**src/rtl/block_config_pkg.sv**
```systemverilog
// block_config_pkg: shared types and constants for the configuration loader.
//   state_t   - loader FSM states
//   CRC_WIDTH - width of the frame check value
//   CRC_POLY  - CRC-8 generator polynomial (x^8 + x^2 + x + 1, implicit x^8)
package block_config_pkg;

   localparam int unsigned CRC_WIDTH = 8;
   localparam logic [CRC_WIDTH-1:0] CRC_POLY = 8'h07;

   typedef enum logic [1:0] {
      ST_IDLE,
      ST_LOAD,
      ST_CRC,
      ST_COMMIT
   } state_t;

endpackage

```
**src/rtl/crc8_serial.sv**
```systemverilog
// crc8_serial: bit-serial CRC-8 (MSB-first, init 0, no reflection, no final XOR).
// Ports:
//   clk   - clock
//   rst   - synchronous active-high reset, clears the register
//   clear - synchronous clear at the start of a frame
//   en    - fold din into the CRC this cycle
//   din   - serial data bit
//   crc   - current CRC value
module crc8_serial
   import block_config_pkg::*;
(
   input  logic                 clk,
   input  logic                 rst,
   input  logic                 clear,
   input  logic                 en,
   input  logic                 din,
   output logic [CRC_WIDTH-1:0] crc
);

   logic feedback;

   assign feedback = crc[CRC_WIDTH-1] ^ din;

   always_ff @(posedge clk) begin
      if (rst || clear) begin
         crc <= '0;
      end else if (en) begin
         crc <= {crc[CRC_WIDTH-2:0], 1'b0} ^ ({CRC_WIDTH{feedback}} & CRC_POLY);
      end
   end

endmodule

```
**src/rtl/block_config_loader.sv**
```systemverilog
// block_config_loader: serial-to-parallel loader for block-style config latches.
// Shifts TOTAL_BITS serial bits (first bit ends at the MSB) into config_out, then
// pulses comb_set for one cycle so every latch block captures its slice together.
// Optional frame CRC-8 check is compiled in by defining BLOCK_CONFIG_LOADER_CRC_EN.
// Ports:
//   clk, rst    - clock, synchronous active-high reset
//   start       - begin a frame (sampled in IDLE only)
//   shift_in    - serial config bit, qualified by shift_valid
//   shift_valid - shift_in valid this cycle
//   shift_ready - loader accepts a bit this cycle (decoded from state)
//   config_out  - assembled frame, block i at [i*CFG_BITS +: CFG_BITS]
//   comb_set    - one-cycle capture strobe
//   busy        - FSM not in IDLE (decoded from state)
//   done        - sticky: last frame committed
//   crc_err     - sticky: last frame failed CRC (0 when CRC compiled out)
module block_config_loader
   import block_config_pkg::*;
#(
   parameter int unsigned CFG_BITS   = 16,
   parameter int unsigned NUM_BLOCKS = 4,
   parameter int unsigned TOTAL_BITS = CFG_BITS * NUM_BLOCKS
) (
   input  logic                  clk,
   input  logic                  rst,
   input  logic                  start,
   input  logic                  shift_in,
   input  logic                  shift_valid,
   output logic                  shift_ready,
   output logic [TOTAL_BITS-1:0] config_out,
   output logic                  comb_set,
   output logic                  busy,
   output logic                  done,
   output logic                  crc_err
);

   localparam int unsigned CNT_W = $clog2(TOTAL_BITS + 1);

   state_t           state;
   logic [CNT_W-1:0] cnt;

   assign busy        = (state != ST_IDLE);
   assign shift_ready = (state == ST_LOAD) || (state == ST_CRC);

`ifdef BLOCK_CONFIG_LOADER_CRC_EN
   logic [CRC_WIDTH-1:0] crc_calc;
   // Only 7 received bits are stored; the 8th is compared straight off shift_in.
   logic [CRC_WIDTH-2:0] rx_crc;
   logic [2:0]           crc_cnt;
   logic                 crc_err_q;

   assign crc_err = crc_err_q;

   crc8_serial u_crc (
      .clk   (clk),
      .rst   (rst),
      .clear (state == ST_IDLE && start),
      .en    (state == ST_LOAD && shift_valid),
      .din   (shift_in),
      .crc   (crc_calc)
   );
`else
   assign crc_err = 1'b0;
`endif

   always_ff @(posedge clk) begin
      if (rst) begin
         state      <= ST_IDLE;
         config_out <= '0;
         cnt        <= '0;
         comb_set   <= 1'b0;
         done       <= 1'b0;
`ifdef BLOCK_CONFIG_LOADER_CRC_EN
         rx_crc     <= '0;
         crc_cnt    <= '0;
         crc_err_q  <= 1'b0;
`endif
      end else begin
         comb_set <= 1'b0;
         case (state)
            ST_IDLE: begin
               if (start) begin
                  state <= ST_LOAD;
                  cnt   <= '0;
                  done  <= 1'b0;
`ifdef BLOCK_CONFIG_LOADER_CRC_EN
                  rx_crc    <= '0;
                  crc_cnt   <= '0;
                  crc_err_q <= 1'b0;
`endif
               end
            end
            ST_LOAD: begin
               if (shift_valid) begin
                  config_out <= {config_out[TOTAL_BITS-2:0], shift_in};
                  cnt        <= cnt + CNT_W'(1);
                  if (cnt == CNT_W'(TOTAL_BITS - 1)) begin
`ifdef BLOCK_CONFIG_LOADER_CRC_EN
                     state <= ST_CRC;
`else
                     state    <= ST_COMMIT;
                     comb_set <= 1'b1;
`endif
                  end
               end
            end
`ifdef BLOCK_CONFIG_LOADER_CRC_EN
            ST_CRC: begin
               if (shift_valid) begin
                  rx_crc  <= {rx_crc[CRC_WIDTH-3:0], shift_in};
                  crc_cnt <= crc_cnt + 3'd1;
                  if (crc_cnt == 3'd7) begin
                     if (crc_calc == {rx_crc, shift_in}) begin
                        state    <= ST_COMMIT;
                        comb_set <= 1'b1;
                     end else begin
                        state     <= ST_IDLE;
                        crc_err_q <= 1'b1;
                     end
                  end
               end
            end
`endif
            ST_COMMIT: begin
               state <= ST_IDLE;
               done  <= 1'b1;
            end
            default: state <= ST_IDLE;
         endcase
      end
   end

endmodule

```
**config.mk**
```make
export PLATFORM = sky130hd
export DESIGN_NAME = block_config_loader
export DESIGN_NICKNAME = d
export VERILOG_FILES = /design/src/rtl/block_config_pkg.sv /design/src/rtl/crc8_serial.sv /design/src/rtl/block_config_loader.sv
export SDC_FILE = /design/constraint.sdc
export NUM_CORES = 1
export LEC_CHECK = 0
export CAP_MARGIN = 25
export CELL_PAD_IN_SITES_DETAIL_PLACEMENT = 1
export CELL_PAD_IN_SITES_GLOBAL_PLACEMENT = 2
export CORE_MARGIN = 5
export CORE_UTILIZATION = 29
export DETAILED_ROUTE_END_ITERATION = 8
export HOLD_SLACK_MARGIN = 0.06
export PLACE_DENSITY_LB_ADDON = 0.1
export SYNTH_ARGS = -nofsm -noshare
export SYNTH_HDL_FRONTEND = slang
export SYNTH_SLANG_ARGS = --single-unit
```
**constraint.sdc**
```tcl
create_clock -name clk -period 2.8 [get_ports clk]
set_input_delay 0.56 -clock clk [delete_from_list [all_inputs] [get_ports clk]]
set_output_delay 0.56 -clock clk [all_outputs]
set_load 0.05 [all_outputs]
```
==> results <==
area by class of cell:
class | instances | area [um2]
inverters | 5 | 18.8
flip-flops and latches | 75 | 1500
fillers | 1149 | 5490
repair buffers | 75 | 763
clock inverters | 6 | 88.8
multi-input cells | 247 | 1170
clock buffers | 10 | 128
well taps | 129 | 161
where the power goes:
| part | internal, W | leakage [nW] | switching [W] |
|---|---|---|---|
| clock | 0.000504 | 0.103 | 0.000417 |
| sequential | 0.00107 | 0.604 | 0.00000652 |
| combinational | 0.0000561 | 0.511 | 0.000162 |
worst reg2reg max path, stage by stage, from the launching register on:
cell     delay (ps)
dfxtp_1         420
ha_1            320
and2_2          480
buf_12          280
nand2_1         110
a21oi_1         130
kinds of logic (layout without fill, tap and decap cells):
family | after synthesis | after routing | synth area share
multiplexers | 2 | 2 | 0.00847
flip-flops | 75 | 75 | 0.535
AND/OR/NAND/NOR | 158 | 158 | 0.235
buffers and inverters | 29 | 96 | 0.0477
other | 1 | 1 | 0.00134
AO/OA/AOI/OAI | 82 | 82 | 0.154
adder cells (fa/ha/maj) | 4 | 4 | 0.0178
registers in the layout (all words and copies together) (netlist names):
signal / count
cnt: 7
done: 1
config_out: 64
state: 2
comb_set: 1
routing by layer:
metal	part of all wire	vias to the layer above
met2	0.45	58
met1	0.48	1207
met3	0.060	8
met4	0.013	0
met5	0	-
li1	-	1276
path summary, 6_finish.rpt:
path             startpoint        endpoint  slack [ps]  cells after the start
min reg2reg  config_out[45]  config_out[46]         470                      2
min          config_out[45]  config_out[46]         470                      2
max reg2reg        state[0]   config_out[8]         990                      5
max                state[0]            busy         260                      4
through the flow:
| stage | hold slack [ps] | power (W) |
|---|---|---|
| floorplan | 458 | 0.00126 |
| detailed placement | 463 | 0.00133 |
| finish | 466 | 0.00222 |
| global route | 493 | 0.00232 |
| global placement | 457 | 0.00132 |
| CTS | 468 | 0.00226 |
cells in the mapped netlist, types with 2 or more instances:
master | instances | share of area
nand3_1 | 6 | 0.011
o31ai_1 | 3 | 0.0080
clkbuf_1 | 13 | 0.017
a21oi_1 | 71 | 0.13
or3_1 | 2 | 0.0045
dfxtp_1 | 75 | 0.54
buf_4 | 2 | 0.0054
buf_1 | 2 | 0.0027
nand3b_1 | 2 | 0.0054
nor3_1 | 3 | 0.0054
buf_2 | 6 | 0.011
o21ai_0 | 3 | 0.0054
inv_1 | 5 | 0.0067
nor2b_1 | 2 | 0.0045
or4_1 | 3 | 0.0080
nand2_1 | 132 | 0.18
ha_1 | 4 | 0.018
==> results.json <==
{
  "run_status": "finished, final reports clean",
  "fin_crit_ps": 2540,
  "coreArea_mm2": 0.00933,
  "asyncSetResetFlopFracSynth": 0,
  "maximum_number_of_pins_on_one_net_before_global_route_repair": 66,
  "synth_cell_types": 34,
  "number_of_synthesized_flops_with_an_enable_pin": 0,
  "drive_gt1_frac": 0.0574,
  "syn_area_per_cell_um2": 7.99,
  "htreeDepth": 3,
  "avgViaCountPerCell": 4.66,
  "final.setup.tns_ps": 0,
  "detail-route-antenna-nets": 0,
  "cts_root_buffer": "clkbuf_8",
  "port_buffer_count": 72,
  "post-route-drc-count": 0,
  "ys_seq_area_frac": 0.535,
  "floorplan.rows": 35,
  "tightest_slew_ps": 902,
  "cts_sinks": 75,
  "layout_commonest_cell": "nand2_1",
  "critical_path.cell_chain": "inv_1, ha_1, inv_1, clkdlybuf4s50_1",
  "slew_headroom": 0.399,
  "num_vias": 2549,
  "grt_util_met2": 0.216,
  "grt_pass1_vias": 2599,
  "cts_tree": "yes",
  "worst-path-buf-inv": 3,
  "syn-cell-area_mm2": 0.00281,
  "hpwl_um": 4810,
  "globalRouteTotalUtil": 0.135,
  "cts_resized": 0,
  "path_class": "reg2out",
  "drv_cap": 0,
  "insertedDiodeCount": 0,
  "clock-skew-final_ps": 8.98,
  "timing.final.setup_violations": 0,
  "type_of_destination_of_the_critical_path": "primary output",
  "clk_pin_slew_worst_paths_ps": 90,
  "place_congestion": 0.709,
  "placedCellCount": 531,
  "layoutNonFillerInstCount": 547,
  "post_route_wl_um": 7510,
  "grt_most_used_layer": "met2",
  "cp_top_family": "buffers and inverters",
  "synthFlopType": "dfxtp_1",
  "design.portCount": 74,
  "hold_class": "reg2reg",
  "count_of_mapped_cells_out_of_synthesis": 351,
  "worst_ep_required_time_ps": 2240,
  "cts-root-to-sink-buffers": 2,
  "drt_iter0_markers": 101,
  "worst_setup_path_start_kind": "flip-flop",
  "areaGrowthSynthToFinish_pct": 36.7,
  "avgRoutedWirePerCell_um": 13.7,
  "grt_pass1_wl_um": 12600,
  "critical_path_s_most_frequent_cell": "inv_1",
  "setup_repair_after_global_routing_missed_its_margin": "no",
  "die_w_um": 108,
  "dr.pass1.iters": 6,
  "post_cts_hold_buffer_count": 0,
  "antenna_violations_before_repair": 0,
  "power.density_mw_per_mm2": 578,
  "vdd_ir_drop_max_v": 0.000185,
  "cts_made_buffers": 9,
  "power.leakage_nw": 1.22,
  "initial_core_util": 0.301,
  "final_design_area_no_fill_mm2": 0.00383,
  "final_cell_mix": "nand2_1, dfxtp_1, a21oi_1, clkdlybuf4s50_1, clkbuf_8",
  "timing_max_transition_violations_final": 0,
  "setup_slack_ps": 262,
  "fmax_mhz": 394,
  "yosys_warnings": 0,
  "groute.layer.met1.usage": 0.170,
  "critical_path.max_stage_delay_ps": 800,
  "timing.final.hold_violations": 0,
  "postSynthNetCount": 360,
  "globalRoute.totalOverflow": 0,
  "timing.final.crit_share": 0.907,
  "post_dp_cell_area_mm2": 0.00362,
  "postCtsSetupBuffers": 0,
  "clkLatencyLatePin_ps": 340,
  "final_core_utilization": 0.411,
  "die_area_mm2": 0.0117,
  "cp_max_fo": 7,
  "arrival_time_of_data_at_the_critical_path_endpoint_ps": 1980,
  "synth-seq-cells": 75,
  "gr_met3_demand_resource": 0.0400,
  "cp_slowest_cell": "clkdlybuf4s50_1",
  "layout.nets": 422,
  "die-height_um": 108,
  "preCtsSetupSlack_ps": 583
}
Power figures use the tool's default switching activity.
